`config.mk`:
```
export PLATFORM = sky130hd
export DESIGN_NAME = serializer_8bit
export DESIGN_NICKNAME = d
export VERILOG_FILES = /design/src/rtl/serializer_8bit.sv
export SDC_FILE = /design/constraint.sdc
export NUM_CORES = 1
export LEC_CHECK = 0
export BUFFER_PORTS_ARGS = -buffer_cell sky130_fd_sc_hd__buf_2
export CORE_ASPECT_RATIO = 1.2
export CORE_UTILIZATION = 53
export DETAILED_ROUTE_END_ITERATION = 8
export PLACE_DENSITY_LB_ADDON = 0.1
export SYNTH_ARGS = -nofsm -noshare
export SYNTH_HDL_FRONTEND = slang
export SYNTH_SLANG_ARGS = --single-unit
```
`constraint.sdc`:
```
create_clock -name clk -period 4.5 [get_ports clk]
set_input_delay 0.9 -clock clk [delete_from_list [all_inputs] [get_ports clk]]
set_output_delay 0.9 -clock clk [all_outputs]
set_load 0.005 [all_outputs]
```
`src/rtl/serializer_8bit.sv`:
```
// Parallel-in/serial-out stage for the 8-bit holding register, with a ready/load handshake,
// a frame strobe and an end-of-frame pulse. Define PARITY_EN to append an even-parity bit.
module serializer_8bit #(
    parameter bit   MSB_FIRST  = 1'b1,
    parameter logic IDLE_LEVEL = 1'b1
) (
    input  logic       clk,
    input  logic       clr,
    input  logic [7:0] d,
    input  logic       load,
    output logic       ready,
    output logic       sout,
    output logic       frame,
    output logic       done
);

    typedef enum logic [1:0] {
        IDLE   = 2'd0,
        SHIFT  = 2'd1,
        DONE_S = 2'd2
    } state_t;

`ifdef PARITY_EN
    localparam logic [3:0] LAST_CNT = 4'd8;
`else
    localparam logic [3:0] LAST_CNT = 4'd7;
`endif

    function automatic logic first_bit(input logic [7:0] w);
        return (MSB_FIRST == 1'b1) ? w[7] : w[0];
    endfunction

    // Bit that becomes the line bit once the word has been shifted one place.
    function automatic logic following_bit(input logic [7:0] w);
        return (MSB_FIRST == 1'b1) ? w[6] : w[1];
    endfunction

    function automatic logic [7:0] shift_word(input logic [7:0] w);
        return (MSB_FIRST == 1'b1) ? {w[6:0], 1'b0} : {1'b0, w[7:1]};
    endfunction

`ifdef PARITY_EN
    function automatic logic even_parity(input logic [7:0] w);
        return ^w;
    endfunction
`endif

    state_t     state_r, state_s;
    logic [3:0] cnt_r, cnt_s;
    logic [7:0] shreg_r, shreg_s;
    logic       ready_s, sout_s, frame_s, done_s;
`ifdef PARITY_EN
    logic       parity_r, parity_s;
`endif

    // Next-state and next-output decode; every output is registered below.
    always_comb begin
        state_s  = state_r;
        cnt_s    = cnt_r;
        shreg_s  = shreg_r;
        ready_s  = 1'b0;
        sout_s   = IDLE_LEVEL;
        frame_s  = 1'b0;
        done_s   = 1'b0;
`ifdef PARITY_EN
        parity_s = parity_r;
`endif
        case (state_r)
            IDLE: begin
                if (load) begin
                    state_s  = SHIFT;
                    shreg_s  = d;
                    cnt_s    = 4'd0;
                    sout_s   = first_bit(d);
                    frame_s  = 1'b1;
`ifdef PARITY_EN
                    parity_s = even_parity(d);
`endif
                end else begin
                    ready_s = 1'b1;
                end
            end
            SHIFT: begin
                if (cnt_r == LAST_CNT) begin
                    state_s = DONE_S;
                    cnt_s   = 4'd0;
                    done_s  = 1'b1;
                end
`ifdef PARITY_EN
                else if (cnt_r == 4'd7) begin
                    sout_s  = parity_r;
                    frame_s = 1'b1;
                    cnt_s   = cnt_r + 4'd1;
                end
`endif
                else begin
                    sout_s  = following_bit(shreg_r);
                    shreg_s = shift_word(shreg_r);
                    frame_s = 1'b1;
                    cnt_s   = cnt_r + 4'd1;
                end
            end
            DONE_S: begin
                state_s = IDLE;
                ready_s = 1'b1;
            end
            default: begin
                state_s = IDLE;
                cnt_s   = 4'd0;
                ready_s = 1'b1;
            end
        endcase
    end

    // State, datapath and output registers; clr aborts any frame in progress.
    always_ff @(posedge clk or posedge clr) begin
        if (clr) begin
            state_r  <= IDLE;
            cnt_r    <= 4'd0;
            shreg_r  <= 8'h00;
            ready    <= 1'b1;
            sout     <= IDLE_LEVEL;
            frame    <= 1'b0;
            done     <= 1'b0;
`ifdef PARITY_EN
            parity_r <= 1'b0;
`endif
        end else begin
            state_r  <= state_s;
            cnt_r    <= cnt_s;
            shreg_r  <= shreg_s;
            ready    <= ready_s;
            sout     <= sout_s;
            frame    <= frame_s;
            done     <= done_s;
`ifdef PARITY_EN
            parity_r <= parity_s;
`endif
        end
    end

endmodule
```
* Word-level counts from Yosys, hierarchy flattened
Cells that the tools add are included.
** Word-level totals
- Bits in registers :: 17
- Output and inout port bits :: 4
** Cells by class
- Add/sub/neg operators :: 1
- Equal/unequal tests :: 6
- Multiplexer cells :: 19
- Bitwise gates (word level) :: 1
- Reduce and logical (&&, ||, !) cells :: 5
** Operator list (number)
- $mux 7 :: 2
- $pmux 7 s2 :: 1
- $pmux 4 s3 :: 1
- $mux 4 :: 2
- $mux 1 :: 7
- $ne 2x2->1 const B :: 3
- $pmux 1 s2 :: 3
- $add 4x1->4 const B :: 1
- $eq 4x3->1 const B :: 1
- $mux 2 :: 2
- $pmux 2 s2 :: 1
- $reduce_and 2->1 :: 2
- $reduce_and 3->1 :: 1
- $eq 2x1->1 const B :: 1
- $eq 2x2->1 const B :: 1
- $logic_not 2->1 :: 1
- $reduce_bool 2->1 :: 1
- $not 1->1 :: 1

* Logic depth before layout (Yosys ltp)
Gate-level depths: netlist (run 1).
- Depth after elaboration :: 3
- Depth in mapped cells :: 5
- Mapped depth without buffers :: 4

* Worst setup path before layout (run 1)
OpenSTA, ideal clock, no wires.
- Path kind :: input to register
- Start :: input load
- End :: register shreg_r[1]
- Library setup time :: 0.125 ns
- Arrival time :: 1.577 ns
- Required time :: 4.375 ns
- Setup slack :: 2.798 ns
- Stages :: 3
- Path through :: o21bai_1 a21oi_4 mux2_2
** On the way
- Longest elaborated chain between the ends :: 2
** Ends and longest elaborated chain
- start: declaration :: line 10 : input logic load,
- $ne 2x2->1 (no line)
- $reduce_and 3->1 (no line)
- end signal: assignment :: line 131 : shreg_r <= shreg_s;
- end: declaration :: line 50 : logic [7:0] shreg_r, shreg_s;
Every way passes these cells.
A chain may end at the register's enable or synchronous reset.

* Worst setup path after layout (run 1)
- Start :: register sout
- End :: output sout
** RTL lines
- start: declaration :: line 12 : output logic sout,
- start signal: assignment :: line 133 : sout <= sout_s;
No word-level cell between the ends.

==> results by stage, run 1 <==
Cells and area:
- Leaving out filler cells and counting taps, the final layout contains 92.
- The area added between synthesis and finish is 10.30%.
- The final design area excluding fillers is 910.9 µm².
- At the end of the flow the core is filled with cells to 0.6303.
- The antenna diode count is 0.
- In the final design database the tool counted 88 nets.
- The filler cells instantiated in the layout total 114.
- In the final layout, flip-flops and latches occupy 427.9 µm².
- The layout cell share with drive strength beyond 1 is 0.4933.
- Summing all multi-input logic gate instances after layout gives 356.6 µm².

Timing:
- The worst-case headroom to the max-slew limit is 0.5746.
- The sum of negative setup slack is 0 ns.
- The total count of hold-check failures in the final report is 0.
- The final number of max-transition violations is 0.
- The period utilization is 0.4044.
- The clock arrives with 0.0005393 ns of skew.
- At the pin with the least slew margin, the transition time is 0.6375 ns.
- The final worst slack is 2.680 ns.
- The worst hold margin is 0.5120 ns.
- The final critical-path required period is 1.820 ns.
- Setup repair after global routing left no endpoint under its margin.
- The maximum achievable frequency is 549.4 MHz.
- The number of setup violations in the final report is 0.

Synthesis:
- By area the synthesized netlist is led by dfrtp_1 45%, mux2_2 9.5%, mux2_4 7.3%.
- The leading cell type by number of instances after synthesis is dfrtp_1.
- The cell taking the most area after synthesis is dfrtp_1.
- The post-synthesis register bit count is 17.
- Of the synthesized area, sequential elements account for 0.5182.
- After synthesis, the most frequently instantiated cells are 15 x dfrtp_1, 7 x mux2_2, 4 x mux2_4.
- After synthesis the cells add up to 825.8 µm².
- The fraction of post-synthesis cell area in the top cell type by area is 0.4545.
- For this run, asynchronously set or reset flops after synthesis account for 1.000.
- Among all flip-flop cells after synthesis, the most frequent one is dfrtp_1.
- The post-synth net total is 72.
- Dividing the synthesized area by the synthesized cell count gives 13.76 µm².
- The number of enable-type register cells in the synthesized netlist is 0.
- The count of unique library cells instantiated by Yosys is 27.
- Yosys printed 0 warnings.
- Counting every instance in the synthesized netlist gives 60.

Clocking:
- The number of buffers inserted to repair setup after CTS is 0.
- In this run the deepest clock path goes through 2 buffers.
- The total clock buffers created by CTS is 3.
- After clock tree synthesis, the flow added hold-fix buffers numbering 0.
- The root buffer cell chosen for the clock tree is clkbuf_4.
- TritonCTS built the clock tree.
- The clock latency reported for the late side of the worst-skew pair is 0.30 ns.
- The post-CTS clock slew at the launch and capture registers of the worst setup and hold paths is 0.10 ns.
- The number of gates resized after CTS was 0.
- The clock net in this run drives a total of 17 sinks.
- CTS built an H-tree with a depth of 1.

Floorplanning:
- For this design the top-level I/O count stands at 15.
- The die outline width is 38.04 µm.
- The row count is 15.
- The placeable core region is 0.001445 mm².
- The height of the chip is 45.24 µm.
- The initial utilization of the core area, before any placement, comes to 0.5714.
- The die covers 0.001721 mm².

Drt:
- The detailed-route DRC error count is 0.
- The routed wire length is 1255 µm.
- In the final routed layout, each cell accounts on average for 13.64 µm.
- The ratio of routed vias to standard cells is 5.413.
- The count of nets left with antenna violations once routing finished came out at 0.
- The first-pass iteration count of the detailed router is 2.
- The total via count after detailed routing is 498.
- For this block, the initial DRC count from the detailed router was 11.

Critical path:
- The largest fanout on the critical path is 1.
- The cell family contributing the most delay on the critical path is flip-flops.
- STA classifies the critical path endpoint as a primary output.
- The data required time at the worst endpoint is 3.60 ns.
- The critical path launch point type is a register.
- The critical path is of the register to primary output type.
- Walking the worst path, the cells encountered are buf_2.
- Data on the critical path arrives at its endpoint at 0.92 ns.
- The number of buffer and inverter instances along the worst setup path is 1.
- The maximum cell stage delay along the critical path is 0.53 ns.
- For this design, the slowest cell found on the critical path is dfstp_2.

GRT:
- The initial antenna violation count is 0.
- Entering global routing, the biggest net connects 18 pins.
- The total overflow left after global routing is 0.
- The first global-routing pass estimated 1863 µm of wire.
- The number of global-route vias before repair is 460.
- The global-route total usage across every layer is 0.1622.

Placement:
- After legalization and detailed placement, the total HPWL measured 898.9 µm.
- The number of buffers inserted by port buffering is 14.
- The final weighted congestion in routability-driven placement is 0.7532.
- The placement-stage cell area is 883.3 µm².
- The post-placement worst setup slack is 2.587 ns.
- Including well taps, the total number of placed cells is 88.

Flow run:
- Across the run, the number of max-cap violations was 0.

Power and ir drop:
- The leakage power figure is 0.4616 nW.
- The design draws 573.7 µW.
- The power per cell area is 629.8 mW/mm².
- IR analysis of the VDD net gives a maximum drop of 0.0002841 V.

Hold path:
- The type of the most critical hold path is register to register.

Run status:
- The flow ran to the end, and the final reports show no timing, DRC or antenna violations.
==> power by group <==
part,internal [mW],switching (mW),total (mW)
sequential,0.217,0.0405,0.257
combinational,0.142,0.0910,0.233
clock,0.0332,0.0503,0.0835
==> cell usage in the layout (no fill, tap or decap), types with 2 or more instances in the layout <==
cell type / synthesis / layout
clkbuf_4: 0 / 3
nor3b_1: 2 / 2
dfrtp_1: 15 / 15
inv_1: 2 / 2
o21bai_1: 2 / 2
mux2_2: 7 / 7
buf_2: 0 / 14
a22o_2: 2 / 2
mux2_4: 4 / 4
and2_2: 2 / 2
dfstp_2: 2 / 2
a21oi_1: 2 / 2
nor2_1: 2 / 2
==> layer usage <==
metal / global-route usage / vias to the layer above / wire (µm) / share of wire
met5: 0 / - / 0 / 0
met4: 0.1214 / 0 / 22 / 0.018
met3: 0.03448 / 4 / 43 / 0.034
met2: 0.2475 / 11 / 592 / 0.47
met1: 0.1981 / 240 / 597 / 0.48
li1: - / 243 / - / -
==> layout make-up <==
class,count,share of cell area
clock inverters,1,0.005495
clock buffers,3,0.02473
flip-flops and latches,17,0.4698
well taps,17,0.02335
repair buffers,14,0.07692
multi-input cells,38,0.3915
inverters,2,0.008242
==> sequential cells by signal (all words and copies together) (netlist names) <==
name / flops
cnt_r: 4
sout: 1
shreg_r: 7
ready: 1
state_r: 2
done: 1
frame: 1
==> cell families (layout without fill, tap and decap cells) <==
logic type	count (synthesis)	count (layout)	synth area share
AO/OA/AOI/OAI	11	11	0.1121
XOR/XNOR	1	1	0.01061
adder cells (fa/ha/maj)	1	1	0.01515
buffers and inverters	5	20	0.05000
flip-flops	17	17	0.5182
multiplexers	13	13	0.1939
AND/OR/NAND/NOR	12	12	0.09999
==> path summary, 6_finish.rpt <==
check | from | end | slack (ns) | cells after the start
setup / recovery | sout$_DFF_PP1_ | sout | 2.68 | 1
hold / removal | shreg_r[4]$_DFFE_PP0P_ | shreg_r[4]$_DFFE_PP0P_ | 0.51 | 1
setup reg to reg | cnt_r[0]$_DFFE_PP0P_ | shreg_r[4]$_DFFE_PP0P_ | 2.74 | 4
hold reg to reg | shreg_r[4]$_DFFE_PP0P_ | shreg_r[4]$_DFFE_PP0P_ | 0.51 | 1
max in group asynchronous | clr | done$_DFF_PP0_ | 3.43 | 2
min in group asynchronous | clr | shreg_r[5]$_DFFE_PP0P_ | 0.67 | 2
No activity file was read; power rests on OpenSTA's default activity.
==> inputs of run 2 (changes only) <==
--- a/config.mk
+++ b/config.mk
@@ -7,7 +7,7 @@
 export LEC_CHECK = 0
 export BUFFER_PORTS_ARGS = -buffer_cell sky130_fd_sc_hd__buf_2
 export CORE_ASPECT_RATIO = 1.2
-export CORE_UTILIZATION = 53
+export CORE_UTILIZATION = 52
 export DETAILED_ROUTE_END_ITERATION = 8
 export PLACE_DENSITY_LB_ADDON = 0.1
 export SYNTH_ARGS = -nofsm -noshare
==> constraint.sdc (replaced) <==
create_clock -name clk -period 1.7 [get_ports clk]
set_input_delay 0.34 -clock clk [delete_from_list [all_inputs] [get_ports clk]]
set_output_delay 0.34 -clock clk [all_outputs]
set_load 0.005 [all_outputs]
==> results by stage, run 2 (synthesis results as in run 1) <==
Placement:
- The number of buffers inserted by port buffering came to 14 (unchanged).
- The half-perimeter wire length after placement is 943.2 µm (was 898.9 µm).
- The post-placement worst setup slack is 0.04338 ns (was 2.587 ns).
- The final weighted congestion in routability-driven placement is 0.7004 (was 0.7532).

Hold path:
- The type of the most critical hold path is primary input to async pin (was register to register).

Drt:
- The number of nets with antenna violations after routing is 0 (unchanged).
- The routed wirelength normalized by instance count is 13.96 µm (was 13.64 µm).
- The first-pass iteration count of the detailed router is 3 (was 2).
- The initial detailed-routing violation count is 7 (was 11).
- The routed wire length is 1312 µm (was 1255 µm).
- The total via count after detailed routing is 492 (was 498).
- The ratio of routed vias to standard cells came to 5.234 (was 5.413).
- The detailed-route DRC error count came to 0 (unchanged).

Clocking:
- The clock latency reported for the late side of the worst-skew pair is 0.29 ns (was 0.30 ns).
- The total clock buffers created by CTS is 3 (unchanged).
- The root cell of the clock tree was clkbuf_4 (unchanged).
- The deepest clock path buffer count came to 2 (unchanged).
- The post-CTS clock slew at the launch and capture registers of the worst setup and hold paths is 0.09 ns (was 0.10 ns).
- The clock tree from TritonCTS is done (unchanged).
- The clock sink count is 17 (unchanged).
- The H-tree depth was 1 (unchanged).
- The number of buffers inserted to repair setup after CTS is 0 (unchanged).

Timing:
- The transition at the pin with the smallest max-transition slack is 0.6286 ns (was 0.6375 ns).
- The final worst slack is 0.09146 ns (was 2.680 ns).
- Derived from the worst setup path, the maximum achievable clock frequency is 621.7 MHz.
- The total count of hold-check failures in the final report is 0 (unchanged).
- The number of setup violations in the final report is 0 (unchanged).
- Unrepaired setup endpoints after global routing: false (unchanged).
- The final critical-path required period is 1.609 ns.
- The worst-case headroom to the max-slew limit was 0.5804 (was 0.5746).
- The period utilization is 0.9462.
- The final number of max-transition violations is 0 (unchanged).
- The clock skew was 0.003305 ns (was 0.0005393 ns).
- The sum of negative setup slack is 0 ns (unchanged).

Cells and area:
- The area of all sequential standard cells was 427.9 µm² (unchanged).
- The area added between synthesis and finish is 12.27% (was 10.30%).
- The layout cell share with drive strength beyond 1 is 0.5065 (was 0.4933).
- Largest regs: shreg_r: 7 flops, cnt_r: 4 flops, state_r: 2 flops (unchanged).
- Top library cells by usage in the layout, fill and taps aside: 15 x dfrtp_1, 14 x buf_2, 7 x mux2_2 (unchanged).
- The antenna diode count is 0 (unchanged).
- The final-layout fill cell count is 123 (was 114).
- The flip-flop count of the largest register after layout is 7 (unchanged).
- The final core utilization came to 0.6333 (was 0.6303).
- The register with the most flip-flops is shreg_r (unchanged).
- The commonest non-fill, non-tap cell in the layout is dfrtp_1 (unchanged).
- The total area of multi-input combinational cells was 359.1 µm² (was 356.6 µm²).
- The final layout net count came to 90 (was 88).

Critical path:
- The critical path class is register to register (was register to primary output).
- The data required time at the worst endpoint came to 1.88 ns (was 3.60 ns).
- The largest fanout on the critical path was 7 (was 1).
- The endpoint kind of the worst setup timing path was a register (was primary output).
- The data arrival time of the critical path is 1.79 ns (was 0.92 ns).
- The critical path launch point type is a register (unchanged).

Floorplanning:
- The row count is 15 (unchanged).
- The die footprint is 0.001752 mm² (was 0.001721 mm²).
- The number of placed I/O pins is 15 (unchanged).
- The placeable core region was 0.001464 mm² (was 0.001445 mm²).
- The starting density of the core is 0.5641 (was 0.5714).
- The die outline width is 38.38 µm (was 38.04 µm).
- The height of the chip is 45.66 µm (was 45.24 µm).

Run status:
- Outcome: completed (unchanged).

GRT:
- The initial antenna violation count came to 0 (unchanged).
- The wire length of the first global-routing pass is 2263 µm (was 1863 µm).
- The largest net degree at the start of global routing is 18 (unchanged).
- The number of global-route vias before repair is 508 (was 460).
- The global-route total usage across every layer came to 0.1900 (was 0.1622).
- The remaining global-route overflow is 0 (unchanged).

Power and ir drop:
- The power per cell area is 1666 mW/mm² (was 629.8 mW/mm²).
- The worst-case vdd ir drop was 0.0007090 V (was 0.0002841 V).
- The leakage power figure is 0.4674 nW (was 0.4616 nW).

Flow run:
- The total of max-cap violations is 0 (unchanged).
==> run 2: per-stage QoR <==
stage,cells,total power [mW],instance area (µm²),hold WS [ns]
5_1_grt,94,1.656,927.1,0.1816
4_1_cts,94,1.556,924.6,0.1419
3_3_place_gp,90,1.325,898.4,0.4512
6_report,94,1.545,927.1,0.1147
3_5_place_dp,90,1.342,898.4,0.4586
2_1_floorplan,60,1.223,825.8,0.2646
==> run 2: critical path, cell delays in order (launching register included) <==
cell	delay (ns)
dfrtp_1	0.43
ha_2	0.21
and3b_1	0.22
a21oi_4	0.27
mux2_2	0.37
==> run 2: timing repair <==
action | CTS | global route
hold buffers | 0 | 0
resized for setup | 0 | 1
endpoints found under the setup margin | 0 | 4
hold endpoints to repair | 0 | 0
==> run 2: final timing paths <==
kind | to | from | cells after the start | slack [ns]
setup / recovery | shreg_r[5]$_DFFE_PP0P_ | cnt_r[0]$_DFFE_PP0P_ | 4 | 0.09
hold / removal | cnt_r[2]$_DFFE_PP0P_ | clr | 2 | 0.11
setup reg to reg | shreg_r[5]$_DFFE_PP0P_ | cnt_r[0]$_DFFE_PP0P_ | 4 | 0.09
hold reg to reg | shreg_r[4]$_DFFE_PP0P_ | shreg_r[4]$_DFFE_PP0P_ | 1 | 0.51
max in group asynchronous | state_r[0]$_DFFE_PP0P_ | clr | 2 | 1.18
min in group clk | ready$_DFF_PP1_ | load | 2 | 0.31
==> run 2: cell type report <==
| class | count | area share |
|---|---|---|
| clock buffer | 4 | 0.02834 |
| multi-input combinational | 38 | 0.3873 |
| sequential | 17 | 0.4615 |
| timing repair buffer | 16 | 0.09177 |
| tap | 17 | 0.02294 |
| inverter | 2 | 0.008097 |
==> run 2: report_power, final <==
part	switching [mW]	leakage, nW	total, mW	internal (mW)
logic	0.257	0.244	0.649	0.392
registers	0.108	0.208	0.683	0.574
clock network	0.122	0.0150	0.213	0.0912
==> run 2: routing by layer <==
layer | GRT usage | vias to the layer above | routed length, µm
met5 | 0 | - | 0
met4 | 0.1034 | 0 | 24
met3 | 0.02941 | 4 | 27
met1 | 0.2564 | 236 | 627
met2 | 0.2915 | 7 | 632
li1 | - | 245 | -
==> inputs of run 3 (changes only) <==
--- a/config.mk
+++ b/config.mk
@@ -7,7 +7,7 @@
 export LEC_CHECK = 0
 export BUFFER_PORTS_ARGS = -buffer_cell sky130_fd_sc_hd__buf_2
 export CORE_ASPECT_RATIO = 1.2
-export CORE_UTILIZATION = 52
+export CORE_UTILIZATION = 53
 export DETAILED_ROUTE_END_ITERATION = 8
 export PLACE_DENSITY_LB_ADDON = 0.1
 export SYNTH_ARGS = -nofsm -noshare
==> constraint.sdc (replaced) <==
create_clock -name clk -period 2.07 [get_ports clk]
set_input_delay 0.414 -clock clk [delete_from_list [all_inputs] [get_ports clk]]
set_output_delay 0.414 -clock clk [all_outputs]
set_load 0.005 [all_outputs]
==> results by stage, run 3 (synthesis results as in run 1) <==
Timing:
- The worst hold margin came to 0.1829 ns (was 0.1147 ns).
- The sum of negative setup slack came to 0 ns (unchanged).
- The total count of hold-check failures in the final report was 0 (unchanged).
- The final critical-path required period is 1.724 ns (was 1.609 ns).
- The worst-case headroom to the max-slew limit is 0.5723 (was 0.5804).
- The final number of max-transition violations is 0 (unchanged).
- The maximum achievable frequency was 580.1 MHz (was 621.7 MHz).
- The final worst slack is 0.3460 ns (was 0.09146 ns).
- Unrepaired setup endpoints after global routing: false (unchanged).
- The clock skew came to 0.005678 ns (was 0.003305 ns).
- The transition at the pin with the smallest max-transition slack is 0.6408 ns (was 0.6286 ns).
- The period utilization is 0.8328 (was 0.9462).
- The number of setup violations in the final report came to 0 (unchanged).

Placement:
- The placement-stage cell area is 883.3 µm² (was 898.4 µm²).
- The post-placement cell count is 88 (was 90).
- The half-perimeter wire length after placement is 926.6 µm (was 943.2 µm).
- The post-placement worst setup slack is 0.3464 ns (was 0.04338 ns).
- The final weighted congestion in routability-driven placement is 0.7305 (was 0.7004).
- The number of buffers inserted by port buffering came to 14 (unchanged).

Critical path:
- The path depth of the worst reg2reg path is 4 (unchanged).
- The data required time at the worst endpoint was 2.26 ns (was 1.88 ns).
- The endpoint kind of the worst setup timing path is a register (unchanged).
- The critical path class is register to register (unchanged).
- The critical path launch point type is a register (unchanged).
- The data arrival time of the critical path came to 1.91 ns (was 1.79 ns).
- The largest fanout on the critical path is 7 (unchanged).

Drt:
- The first-pass iteration count of the detailed router was 4 (was 3).
- The initial detailed-routing violation count is 2 (was 7).
- The number of nets with antenna violations after routing is 0 (unchanged).
- The ratio of routed vias to standard cells came to 5.522 (was 5.234).
- The detailed-route DRC error count came to 0 (unchanged).
- The routed wire length is 1292 µm (was 1312 µm).
- The routed wirelength normalized by instance count was 14.04 µm (was 13.96 µm).
- The total via count after detailed routing is 508 (was 492).

Flow run:
- The total of max-cap violations was 0 (unchanged).

GRT:
- The number of global-route vias before repair came to 488 (was 508).
- The largest net degree at the start of global routing is 18 (unchanged).
- The global-route total usage across every layer is 0.1776 (was 0.1900).
- The wire length of the first global-routing pass is 2076 µm (was 2263 µm).
- The remaining global-route overflow is 0 (unchanged).
- The initial antenna violation count is 0 (unchanged).

Clocking:
- The deepest clock path buffer count is 2 (unchanged).
- The clock latency reported for the late side of the worst-skew pair is 0.30 ns (was 0.29 ns).
- The clock sink count was 17 (unchanged).
- The clock tree from TritonCTS is done (unchanged).
- The number of buffers inserted to repair setup after CTS is 0 (unchanged).
- The number of buffers inserted for hold repair after clock tree synthesis is 0 (unchanged).
- The post-CTS clock slew at the launch and capture registers of the worst setup and hold paths is 0.10 ns (was 0.09 ns).
- The total clock buffers created by CTS is 3 (unchanged).
- The H-tree depth is 1 (unchanged).
- The post-cts gate resize count is 0 (unchanged).
- The root cell of the clock tree was clkbuf_4 (unchanged).

Cells and area:
- The final-layout fill cell count is 114 (was 123).
- The commonest non-fill, non-tap cell in the layout is dfrtp_1 (unchanged).
- The final design area excluding fillers is 910.9 µm² (was 927.1 µm²).
- The layout cell share with drive strength beyond 1 is 0.4933 (was 0.5065).
- The area added between synthesis and finish is 10.30% (was 12.27%).
- Largest regs: shreg_r: 7 flops, cnt_r: 4 flops, state_r: 2 flops (unchanged).
- The flip-flop count of the largest register after layout is 7 (unchanged).
- The register with the most flip-flops is shreg_r (unchanged).
- Top library cells by usage in the layout, fill and taps aside: 15 x dfrtp_1, 14 x buf_2, 7 x mux2_2 (unchanged).
- The final core utilization is 0.6303 (was 0.6333).
- The antenna diode count is 0 (unchanged).
- The final layout net count is 88 (was 90).
- The count of non-filler cells in the finished layout is 92 (was 94).

Floorplanning:
- The height of the chip is 45.24 µm (was 45.66 µm).
- The starting density of the core is 0.5714 (was 0.5641).
- The row count was 15 (unchanged).
- The placeable core region came to 0.001445 mm² (was 0.001464 mm²).
- The number of placed I/O pins is 15 (unchanged).
- The die footprint came to 0.001721 mm² (was 0.001752 mm²).
- The die outline width is 38.04 µm (was 38.38 µm).

Power and ir drop:
- The leakage power figure came to 0.4616 nW (was 0.4674 nW).
- The total power came to 1.251 mW (was 1.545 mW).
- The power per cell area came to 1374 mW/mm² (was 1666 mW/mm²).
- The worst-case vdd ir drop is 0.0006801 V (was 0.0007090 V).

Run status:
- Outcome: completed (unchanged).

Hold path:
- The type of the most critical hold path is primary input to async pin (unchanged).
==> run 3: worst max-delay path, cell delays in order, from the launching register on <==
cell,delay [ns]
dfrtp_1,0.42
ha_1,0.24
and3b_1,0.28
a21oi_4,0.31
mux2_2,0.37
==> run 3: area by class of cell <==
type,instances,area (µm²),area share
repair buffers,14,70.07,0.07692
inverters,2,7.507,0.008242
clock inverters,1,5.005,0.005495
clock buffers,3,22.52,0.02473
well taps,17,21.27,0.02335
multi-input cells,38,356.6,0.3915
flip-flops and latches,17,427.9,0.4698
==> run 3: where the power goes <==
| part | internal [mW] | switching (mW) | total, mW |
|---|---|---|---|
| clock network | 0.0720 | 0.108 | 0.180 |
| logic | 0.309 | 0.201 | 0.511 |
| registers | 0.471 | 0.0890 | 0.560 |
| total | 0.853 | 0.398 | 1.25 |
==> run 3: final timing paths <==
check	slack, ns	to	from
setup / recovery	0.35	shreg_r[5]$_DFFE_PP0P_	cnt_r[0]$_DFFE_PP0P_
hold / removal	0.18	state_r[0]$_DFFE_PP0P_	clr
setup reg to reg	0.35	shreg_r[5]$_DFFE_PP0P_	cnt_r[0]$_DFFE_PP0P_
hold reg to reg	0.52	shreg_r[5]$_DFFE_PP0P_	shreg_r[5]$_DFFE_PP0P_
max in group asynchronous	1.48	shreg_r[3]$_DFFE_PP0P_	clr
min in group clk	0.38	ready$_DFF_PP1_	load
==> run 3: per-layer routing <==
layer | global-route usage | up-vias | part of all wire
met2 | 0.2915 | 14 | 0.47
met4 | 0.1357 | 0 | 0.043
li1 | - | 246 | -
met5 | 0 | - | 0
met1 | 0.2013 | 241 | 0.46
met3 | 0.02956 | 7 | 0.032
